`config.mk`:
```
export PLATFORM = sky130hd
export DESIGN_NAME = cpu_control_unit
export DESIGN_NICKNAME = d
export VERILOG_FILES = /design/src/rtl/cpu_pkg.sv /design/src/rtl/cu_wait_counter.sv /design/src/rtl/cpu_control_unit.sv
export SDC_FILE = /design/constraint.sdc
export NUM_CORES = 1
export LEC_CHECK = 0
export BUFFER_PORTS_ARGS = -buffer_cell sky130_fd_sc_hd__buf_2
export CORE_UTILIZATION = 38
export DETAILED_ROUTE_END_ITERATION = 10
export PLACE_DENSITY = 0.87
export SLEW_MARGIN = 20
export SYNTH_ARGS = -nofsm -noshare
export SYNTH_HDL_FRONTEND = slang
export SYNTH_HIERARCHICAL = 1
export SYNTH_SLANG_ARGS = --single-unit
```
`constraint.sdc`:
```
create_clock -name Clk -period 4.7 [get_ports Clk]
set_clock_uncertainty 0.15 [all_clocks]
set_input_delay 0.94 -clock Clk [delete_from_list [all_inputs] [get_ports Clk]]
set_output_delay 0.94 -clock Clk [all_outputs]
set_load 0.03 [all_outputs]
```
`src/rtl/cpu_pkg.sv`:
```
// Shared encodings for the 16-bit CPU: opcodes, control states, write-back/ALU selects, IR fields.
// Used by the control unit, the datapath and the benches.
package cpu_pkg;

    typedef enum logic [3:0] {
        OP_NOOP  = 4'd0,
        OP_STORE = 4'd1,
        OP_LOAD  = 4'd2,
        OP_ADD   = 4'd3,
        OP_SUB   = 4'd4,
        OP_HALT  = 4'd5,
        OP_JPZ   = 4'd6
    } op_t;

    typedef enum logic [3:0] {
        S_INIT   = 4'd0,
        S_FETCH  = 4'd1,
        S_DECODE = 4'd2,
        S_NOOP   = 4'd3,
        S_LOAD_A = 4'd4,
        S_LOAD_B = 4'd5,
        S_STORE  = 4'd6,
        S_ADD    = 4'd7,
        S_SUB    = 4'd8,
        S_JPZ_A  = 4'd9,
        S_JPZ_B  = 4'd10,
        S_HALT   = 4'd11
    } state_t;

    localparam logic [1:0] RFSEL_ALU = 2'd0;
    localparam logic [1:0] RFSEL_MEM = 2'd1;

    localparam logic [2:0] ALU_PASS = 3'd0;
    localparam logic [2:0] ALU_ADD  = 3'd1;
    localparam logic [2:0] ALU_SUB  = 3'd2;

    localparam int IR_OP_LSB = 12;
    localparam int IR_A_LSB  = 8;
    localparam int IR_B_LSB  = 4;
    localparam int IR_C_LSB  = 0;

    function automatic logic [3:0] ir_op(input logic [15:0] ir);
        return ir[IR_OP_LSB +: 4];
    endfunction

    function automatic logic [3:0] ir_a(input logic [15:0] ir);
        return ir[IR_A_LSB +: 4];
    endfunction

    function automatic logic [3:0] ir_b(input logic [15:0] ir);
        return ir[IR_B_LSB +: 4];
    endfunction

    function automatic logic [3:0] ir_c(input logic [15:0] ir);
        return ir[IR_C_LSB +: 4];
    endfunction

    // Unassigned opcodes (7-15) decode to NOOP.
    function automatic state_t decode_op(input logic [3:0] op);
        case (op)
            OP_STORE: return S_STORE;
            OP_LOAD:  return S_LOAD_A;
            OP_ADD:   return S_ADD;
            OP_SUB:   return S_SUB;
            OP_HALT:  return S_HALT;
            OP_JPZ:   return S_JPZ_A;
            default:  return S_NOOP;
        endcase
    endfunction

endpackage

```
`src/rtl/cu_wait_counter.sv`:
```
// Down-counter that holds LOAD_A for LOAD_WAIT cycles; done is high on the last wait cycle.
module cu_wait_counter #(
    parameter int LOAD_WAIT = 1
) (
    input  logic gclk,
    input  logic grst_n,
    input  logic load,
    input  logic dec,
    output logic done
);
    localparam int CW = $clog2(LOAD_WAIT + 1);

    logic [CW-1:0] cnt;

    // Loaded with LOAD_WAIT-1 so that a count of zero marks the final LOAD_A cycle.
    always_ff @(posedge gclk or negedge grst_n) begin
        if (!grst_n)
            cnt <= '0;
        else if (load)
            cnt <= CW'(LOAD_WAIT - 1);
        else if (dec && cnt != '0)
            cnt <= cnt - 1'b1;
    end

    assign done = (cnt == '0);

endmodule

```
`src/rtl/cpu_control_unit.sv`:
```
// Multi-cycle Moore control FSM for the 16-bit CPU: fetch/decode/execute sequencing and
// datapath strobes, with the single RF write port used at most once per instruction.
module cpu_control_unit
    import cpu_pkg::*;
#(
    parameter int D_ADDR_W  = 8,
    parameter int RF_ADDR_W = 4,
    parameter int LOAD_WAIT = 1
) (
    input  logic                 Clk,
    input  logic                 ResetN,
    input  logic [15:0]          IR,
    input  logic                 RFRpZero,
    output logic                 PCClr,
    output logic                 PCUp,
    output logic                 PCLd,
    output logic                 IRLd,
    output logic [D_ADDR_W-1:0]  DAddr,
    output logic                 DWr,
    output logic [1:0]           RFSelect,
    output logic [RF_ADDR_W-1:0] RFWAddr,
    output logic                 RFWEn,
    output logic [RF_ADDR_W-1:0] RFRpAddr,
    output logic                 RFRpRd,
    output logic [RF_ADDR_W-1:0] RFRqAddr,
    output logic                 RFRqRd,
    output logic [2:0]           ALUSel,
    output logic [3:0]           StateOut
);
    if (LOAD_WAIT < 1) begin : g_bad_load_wait
        $error("cpu_control_unit: LOAD_WAIT must be >= 1");
    end

    state_t state, state_nxt;
    logic   wait_done;

    cu_wait_counter #(.LOAD_WAIT(LOAD_WAIT)) u_wait (
        .gclk   (Clk),
        .grst_n (ResetN),
        .load   (state == S_DECODE && ir_op(IR) == OP_LOAD),
        .dec    (state == S_LOAD_A),
        .done   (wait_done)
    );

    always_ff @(posedge Clk or negedge ResetN) begin
        if (!ResetN)
            state <= S_INIT;
        else
            state <= state_nxt;
    end

    // Memory address and RF fields come straight from the held IR.
    logic [D_ADDR_W-1:0]  ir_daddr;
    logic [RF_ADDR_W-1:0] fa, fb, fc;
    assign ir_daddr = D_ADDR_W'(IR[11:4]);
    assign fa       = RF_ADDR_W'(ir_a(IR));
    assign fb       = RF_ADDR_W'(ir_b(IR));
    assign fc       = RF_ADDR_W'(ir_c(IR));

    always_comb begin
        state_nxt = state;
        PCClr     = 1'b0;
        PCUp      = 1'b0;
        PCLd      = 1'b0;
        IRLd      = 1'b0;
        DAddr     = '0;
        DWr       = 1'b0;
        RFSelect  = RFSEL_ALU;
        RFWAddr   = '0;
        RFWEn     = 1'b0;
        RFRpAddr  = '0;
        RFRpRd    = 1'b0;
        RFRqAddr  = '0;
        RFRqRd    = 1'b0;
        ALUSel    = ALU_PASS;
        case (state)
            S_INIT: begin
                PCClr     = 1'b1;
                state_nxt = S_FETCH;
            end
            S_FETCH: begin
                IRLd      = 1'b1;
                PCUp      = 1'b1;
                state_nxt = S_DECODE;
            end
            S_DECODE: state_nxt = decode_op(ir_op(IR));
            S_NOOP:   state_nxt = S_FETCH;
            S_LOAD_A: begin
                DAddr = ir_daddr;
                if (wait_done)
                    state_nxt = S_LOAD_B;
            end
            S_LOAD_B: begin
                DAddr     = ir_daddr;
                RFSelect  = RFSEL_MEM;
                RFWAddr   = fc;
                RFWEn     = 1'b1;
                state_nxt = S_FETCH;
            end
            S_STORE: begin
                DAddr     = ir_daddr;
                DWr       = 1'b1;
                RFRpAddr  = fc;
                RFRpRd    = 1'b1;
                state_nxt = S_FETCH;
            end
            S_ADD, S_SUB: begin
                RFRpAddr  = fa;
                RFRqAddr  = fb;
                RFRpRd    = 1'b1;
                RFRqRd    = 1'b1;
                RFWAddr   = fc;
                RFWEn     = 1'b1;
                ALUSel    = (state == S_ADD) ? ALU_ADD : ALU_SUB;
                state_nxt = S_FETCH;
            end
            S_JPZ_A: begin
                RFRpAddr  = fa;
                RFRpRd    = 1'b1;
                state_nxt = S_JPZ_B;
            end
            // Register read is held so RFRpZero stays valid while the branch resolves.
            S_JPZ_B: begin
                RFRpAddr  = fa;
                RFRpRd    = 1'b1;
                PCLd      = RFRpZero;
                state_nxt = S_FETCH;
            end
            S_HALT:   state_nxt = S_HALT;
            default:  state_nxt = S_INIT;
        endcase
    end

    assign StateOut = state;

endmodule
```
# After elaboration in Yosys (flattened, before gate mapping)
# Index checks and enable logic that the tools add are counted.
[classes]
addsub = 1
n_eq_ne = 18
mux = 19
n_reduce_logical = 10
[ops]
columns = ["operator", "count"]
rows = [
  ["$pmux W4 S6", 2],
  ["$eq A4 B3 Y1 const B", 7],
  ["$eq A4 B2 Y1 const B", 4],
  ["$eq A4 B4 Y1 const B", 4],
  ["$mux W4", 3],
  ["$mux W1", 10],
  ["$eq A4 B1 Y1 const B", 2],
  ["$mux W8", 1],
  ["$pmux W4 S2", 1],
  ["$reduce_or A7 Y1", 1],
  ["$reduce_or A3 Y1", 2],
  ["$reduce_or A5 Y1", 1],
  ["$logic_not A4 Y1", 1],
  ["$mux W2", 2],
  ["$reduce_or A4 Y1", 1],
  ["$logic_and A1 B1 Y1", 2],
  ["$ne A2 B2 Y1 const B", 1],
  ["$reduce_bool A2 Y1", 1],
  ["$reduce_or A2 Y1", 1],
  ["$sub A1 B1 Y1 const B", 1],
]
[word_totals]
reg_bits = 5
input_bits = 19
out_inout_bits = 37
elab_cells = 50

# Logic depth before layout (Yosys ltp)
# Gate-level depths: netlist (run 1).
[logic_depth]
depth_word = 4
depth_mapped = 5
ltp_nobuf = 4

# By module
# Netlist (run 1), hierarchy kept.
[by_module_without_submodules]
columns = ["module", "n_inst", "cells_each", "area_each_um2", "seq_area_each_um2"]
rows = [
  ["cpu_control_unit", 1, 74, 556.8, 100.1],
  ["cu_wait_counter", 1, 3, 41.3, 25.0],
]

# Least setup slack after synthesis (run 1)
# No wires, ideal clock.
[synth_path]
path_type = "register -> output"
start = "register state[1], in the netlist StateOut[1]"
end = "output RFRpAddr[0]"
arrival_time_ns = 2.285
t_required_ns = 3.610
path_slack_ns = 1.325
path_stages_with_launch = 5
path_buffers = 1
path_cell_list = "dfrtp_1 clkbuf_1 inv_1 nor3_1 a22o_1"
[synth_via]
elab_chain_cells = 3
word_cells_on_any_way = 7
classes_between = "5 x eq/ne; 1 x mux; 1 x reduce/logical"
[synth_lines]
columns = ["element", "line_no", "source"]
rows = [
  ["start: declaration", "cpu_control_unit.sv:34", "state_t state, state_nxt;"],
  ["start signal: assignment", "cpu_control_unit.sv:49", "state <= state_nxt;"],
  ["$eq A4 B3 Y1 or $eq A4 B4 Y1 (tied branches)", "cpu_control_unit.sv:76", "case (state)"],
  ["$reduce_or A4 Y1 (no source line)", "n/a", ""],
  ["$pmux W4 S2 *", "cpu_control_unit.sv:76", ""],
  ["end: declaration", "cpu_control_unit.sv:23", "output logic [RF_ADDR_W-1:0] RFRpAddr,"],
]
# Every way passes the cells marked *; elsewhere a longest branch is shown, timed or not.

# Worst setup path in the final report (run 1)
[layout_path]
start = "register state[2], in the netlist StateOut[2]"
end = "output RFRpAddr[2]"
# Same word-level chain as after synthesis.

==> results.toml, run 1 <==
[worst_setup_path]
r2r_start = "StateOut[3]"
cp-start-kind = "flop"
r2r-end = "u_wait/cnt"
critical_path.top_delay_family = "simple AND/OR/NAND/NOR gates"
cpPeakStageDelay_ns = 0.53
r2r_slack_ns = 2.78
crit_start = "StateOut[2]"
path_buf_inv = 1
cp.depth = 4
end_kind = "primary output"
ff2ff_path_depth = 4
crit_slowest_cell = "dfrtp_1"
crit_required_ns = 3.61
worstPathCellList = "or2b_1 -> nor3_1 -> a22o_1 -> buf_2"
worstSetupPathType = "reg -> out"
cp_max_fo = 12
worstPathArrival_ns = 2.01
worstSetupEndpoint = "RFRpAddr[2]"

[clock_network]
cts_root_buffer = "clkbuf_4"
insertion_delay_ns = 0.25
cts.path.max_buffers = 2
postCtsHoldBufs = 0
numClockSinks = 5
cts_tree = "built"
cts_resized = 0
post_cts_buffers = 0
htreeDepth = 1
cts_buffers = 3
clkTransAtPathRegs_ns = 0.05

[timing]
hold_viol = 0
fin_crit_ns = 3.104
drv_slew = 0
worst_pin_slew_ns = 0.5316
whs_ns = 0.3449
finalSetupTns_ns = 0
rsz0062_at_grt = "no"
max_freq_ghz = 0.3222
setup_viol = 0
relSlewSlack = 0.6429
fin_crit_sh = 0.6604

[final_layout]
mostFrequentLayoutCells = "buf_2, and2_1, and3_1, nor2_1, dfrtp_1"
fin_util = 0.6190
drive_above_1_share = 0.4683
regArea_um2 = 125.1
num-nets-final = 146
multi_input_area_um2 = 412.9
layout.cells.most_common = "buf_2"
syn2layout_area_growth_pct = 43.10
fill_cells = 127
antenna_cells = 0

[global_routing]
grt_antenna_before_repair = 0
use_met1 = 0.2872
use_met3 = 0.03043
grt_max_degree = 17
grt_use_met2 = 0.3063
first_global_vias = 603
grtUsageTotal = 0.1989
grt_busiest_layer = "met2"
grt_overflow = 0
grt_pass1_wl_mm = 2.829

[placement]
port_buffers = 53
place_hpwl_mm = 1.396
globalplace.congestion = 0.8606

[pwr]
p_int_uw = 169.2
p_leak_nw = 0.5309
p_sw_frac = 0.5736
pwr-share-clk = 0.130
comb_power_share = 0.645
power_density_nw_per_um2 = 463.6
power_switching_uw = 227.6
peakVddDrop_uv = 244.5
p_seq_frac = 0.225
power_uw = 396.8

[worst_hold_path]
hold_path.class = "in -> async"

[floorplan]
die_width_um = 41.67
num_rows = 13
die_h_um = 41.67
die_area_um2 = 1736
io-pin-count = 56
start_util = 0.4326
core_area_um2 = 1383

[flow_run]
max_cap_viol_count = 0

[drt]
drtIter0Drc = 23
via_per_inst = 5.177
route.detailed.drc = 0
antenna_left = 0
vias = 730
routed_wl_mm = 1.759
wl_per_cell_um = 12.48
dr.pass1.iters = 4

[synthesis]
ys.warnings.count = 6
synthCells = 77
syn_area_um2 = 598.1
synth_cell_types = 32
seq_area_frac_synth = 0.2092
postSynthAreaPerCell_um2 = 7.767
ys_ff_latch = 5

[status]
status = "complete, no violations"
==> synth_stat cells <==
library cell / number / share of area
and2_1: 8 / 0.084
and3_1: 8 / 0.084
nor2_1: 6 / 0.038
dfrtp_1: 5 / 0.21
a22o_1: 4 / 0.059
buf_4: 4 / 0.050
clkbuf_1: 4 / 0.025
nor3_1: 4 / 0.033
nand2_1: 3 / 0.019
o21bai_1: 3 / 0.038
inv_1: 2 / 0.013
nor2b_1: 2 / 0.021
nor3b_2: 2 / 0.042
nor4b_1: 2 / 0.029
o21ai_0: 2 / 0.017
or2b_1: 2 / 0.025
a211o_1: 1 / 0.015
a21o_1: 1 / 0.013
a21oi_1: 1 / 0.0084
a32oi_1: 1 / 0.015
buf_6: 1 / 0.019
conb_1: 1 / 0.0063
mux2i_1: 1 / 0.017
nand2b_1: 1 / 0.010
nor3b_1: 1 / 0.013
nor4_1: 1 / 0.010
nor4b_2: 1 / 0.025
o31ai_1: 1 / 0.013
o32ai_1: 1 / 0.015
or3_1: 1 / 0.010
or4_1: 1 / 0.013
xnor2_1: 1 / 0.015
==> per-stage QoR <==
step / std cells / area (µm²) / setup slack (ns)
6_report: 141 / 855.8 / 1.596
3_5_place_dp: 137 / 829.5 / 1.854
2_1_floorplan: 78 / 601.8 / 1.325
3_3_place_gp: 137 / 829.5 / 1.989
5_1_grt: 141 / 855.8 / 1.397
4_1_cts: 141 / 855.8 / 1.600
==> kinds of logic after synthesis <==
logic type | count (synthesis) | share of synthesized area
AND/OR/NAND/NOR | 43 | 0.4561
AO/OA/AOI/OAI | 15 | 0.1904
buffers and inverters | 11 | 0.1067
flip-flops | 5 | 0.2092
XOR/XNOR | 1 | 0.01465
multiplexers | 1 | 0.01674
other | 1 | 0.006270
==> power groups by stage <==
stage	logic [mW]	clock network [mW]	registers, mW
after floorplan	0.205	0	0.0888
after global placement	0.253	0	0.0885
after detailed placement	0.256	0	0.0897
after CTS	0.256	0.0530	0.0891
after global routing	0.275	0.0574	0.0953
final	0.256	0.0516	0.0894
==> how the worst min path moves through the flow <==
stage               startpoint     endpoint  slack [ns]  cells after the start
finish                  ResetN  StateOut[0]        0.34                      1
floorplan           u_wait/cnt   u_wait/cnt        0.34                      1
global placement    u_wait/cnt   u_wait/cnt        0.39                      1
CTS                     ResetN  StateOut[0]        0.34                      1
global route            ResetN  StateOut[3]        0.34                      1
detailed placement  u_wait/cnt   u_wait/cnt        0.39                      1
==> state kept, by name, indices dropped and copies added (netlist names) <==
name / cells
StateOut: 4
u_wait/cnt: 1
==> area by class of cell <==
cell class,count,area share
multi-input cells,62,0.4825
flip-flops and latches,5,0.1462
well taps,15,0.02193
inverters,2,0.008772
clock buffers,4,0.03070
repair buffers,53,0.3099
==> layer usage <==
layer	vias up	share of wire
met5	-	0
met2	22	0.51
met4	0	0
met1	334	0.44
li1	374	-
met3	0	0.044
No activity file was read; power rests on OpenSTA's default activity.
==> inputs of run 2 (changes only) <==
--- a/config.mk
+++ b/config.mk
@@ -6,9 +6,9 @@
 export NUM_CORES = 1
 export LEC_CHECK = 0
 export BUFFER_PORTS_ARGS = -buffer_cell sky130_fd_sc_hd__buf_2
-export CORE_UTILIZATION = 38
+export CORE_UTILIZATION = 32
 export DETAILED_ROUTE_END_ITERATION = 10
-export PLACE_DENSITY = 0.87
+export PLACE_DENSITY = 0.78
 export SLEW_MARGIN = 20
 export SYNTH_ARGS = -nofsm -noshare
 export SYNTH_HDL_FRONTEND = slang
==> constraint.sdc (replaced) <==
create_clock -name Clk -period 2.5 [get_ports Clk]
set_clock_uncertainty 0.15 [all_clocks]
set_input_delay 0.5 -clock Clk [delete_from_list [all_inputs] [get_ports Clk]]
set_output_delay 0.5 -clock Clk [all_outputs]
set_load 0.03 [all_outputs]
==> results.toml, run 2 (synthesis gave the netlist of run 1 again) <==
[placement]
port_buffers = 53
globalplace.congestion = 0.8023
dp_cells = 150
pre_cts_slack_ns = 0.2953
place_hpwl_mm = 1.457

[timing]
fin_crit_ns = 2.389
setup_viol = 0
hold_viol = 0
whs_ns = 0.3690
fin_crit_sh = 0.9557
drv_slew = 0
setup_ws_ns = 0.1106
rsz0062_at_grt = "no"
max_freq_ghz = 0.4185

[worst_setup_path]
worstPathCellList = "or2b_1 -> nor3_2 -> a22o_1 -> buf_2"
r2r_slack_ns = 0.50
cp.depth = 4
cp_max_fo = 8
crit_required_ns = 1.85
crit_slowest_cell = "dfrtp_1"
path_buf_inv = 1
end_kind = "primary output"
worstSetupPathType = "reg -> out"
cpPeakStageDelay_ns = 0.42
critical_path.top_delay_family = "simple AND/OR/NAND/NOR gates"
worstPathArrival_ns = 1.74
ff2ff_path_depth = 5
cp-start-kind = "flop"

[drt]
wl_per_cell_um = 11.40
antenna_left = 0
via_per_inst = 5.019
routed_wl_mm = 1.767
route.detailed.drc = 0
vias = 778
drtIter0Drc = 8
dr.pass1.iters = 4

[final_layout]
drive_above_1_share = 0.6000
fill_cells = 174
fin_cells = 155
multi_input_area_um2 = 471.7
largest_register_ffs = 4
antenna_cells = 0
mostFrequentLayoutCells = "buf_2, and3_1, nor2_1"
layout.cells.most_common = "buf_2"
fin_util = 0.5505
num-nets-final = 150
regArea_um2 = 126.4
syn2layout_area_growth_pct = 60.67

[pwr]
p_leak_nw = 0.5623
power_density_nw_per_um2 = 842.5
peakVddDrop_uv = 649.2
power_uw = 809.6

[global_routing]
grt_pass1_wl_mm = 2.463
grt_overflow = 0
first_global_vias = 590
grt_max_degree = 16
grt_antenna_before_repair = 0
grtUsageTotal = 0.1627

[clock_network]
cts.path.max_buffers = 2
numClockSinks = 5
cts_tree = "built"
cts_buffers = 3
clkTransAtPathRegs_ns = 0.05
cts_root_buffer = "clkbuf_4"
htreeDepth = 1
insertion_delay_ns = 0.24

[floorplan]
die_area_um2 = 2046
num_rows = 15
core_area_um2 = 1745
io-pin-count = 56
die_width_um = 45.23
start_util = 0.3427
die_h_um = 45.23

[flow_run]
max_cap_viol_count = 0

[status]
status = "complete, no violations"

[worst_hold_path]
hold_path.class = "reg -> reg"
hold_depth = 1
==> run 2: area by class of cell <==
cell class	count	share of cell area
repair buffers	57	0.3099
inverters	2	0.007812
flip-flops and latches	5	0.1315
multi-input cells	62	0.4909
clock buffers	4	0.02734
well taps	25	0.03255
==> run 2: worst paths after layout <==
| kind | startpoint | endpoint |
|---|---|---|
| hold / removal | u_wait/cnt | u_wait/cnt |
| setup / recovery | StateOut[2] | RFRpAddr[1] |
| min in group asynchronous | ResetN | StateOut[2] |
| setup reg to reg | StateOut[2] | u_wait/cnt |
| max in group asynchronous | ResetN | StateOut[1] |
| hold reg to reg | u_wait/cnt | u_wait/cnt |
==> run 2: timing repair <==
| item | in CTS | in global routing |
|---|---|---|
| endpoints found under the setup margin | 0 | 4 |
| resized for setup | 0 | 3 |
| hold buffers | 1 | 0 |
| setup buffers | 0 | 0 |
| endpoints found under the hold margin | 5 | 0 |
==> run 2: routing by layer <==
layer / track usage / vias up / wire length, µm
met1: 0.1878 / 356 / 762
met5: 0 / - / 0
li1: - / 379 / -
met3: 0.04400 / 0 / 154
met2: 0.2957 / 43 / 850
met4: 0.03636 / 0 / 0
==> run 2: worst register-to-register path, cell delays in order, from the launching register on <==
cell and delay [ns]:
dfrtp_1 0.42, buf_4 0.19, or4_1 0.48, or3_1 0.36, nor3b_2 0.20, nor3b_2 0.06
==> run 2: through the flow <==
stage	setup TNS (ns)	instance area (µm²)
floorplan	-0.5477	654.4
global placement	0	917.1
detailed placement	0	917.1
CTS	0	953.4
global route	0	960.9
finish	0	960.9
==> run 2: power breakdown <==
group / switching, mW / internal (mW)
Combinational: 0.386 / 0.189
Sequential: 0.0385 / 0.105
Clock: 0.0308 / 0.0602
Total: 0.455 / 0.355
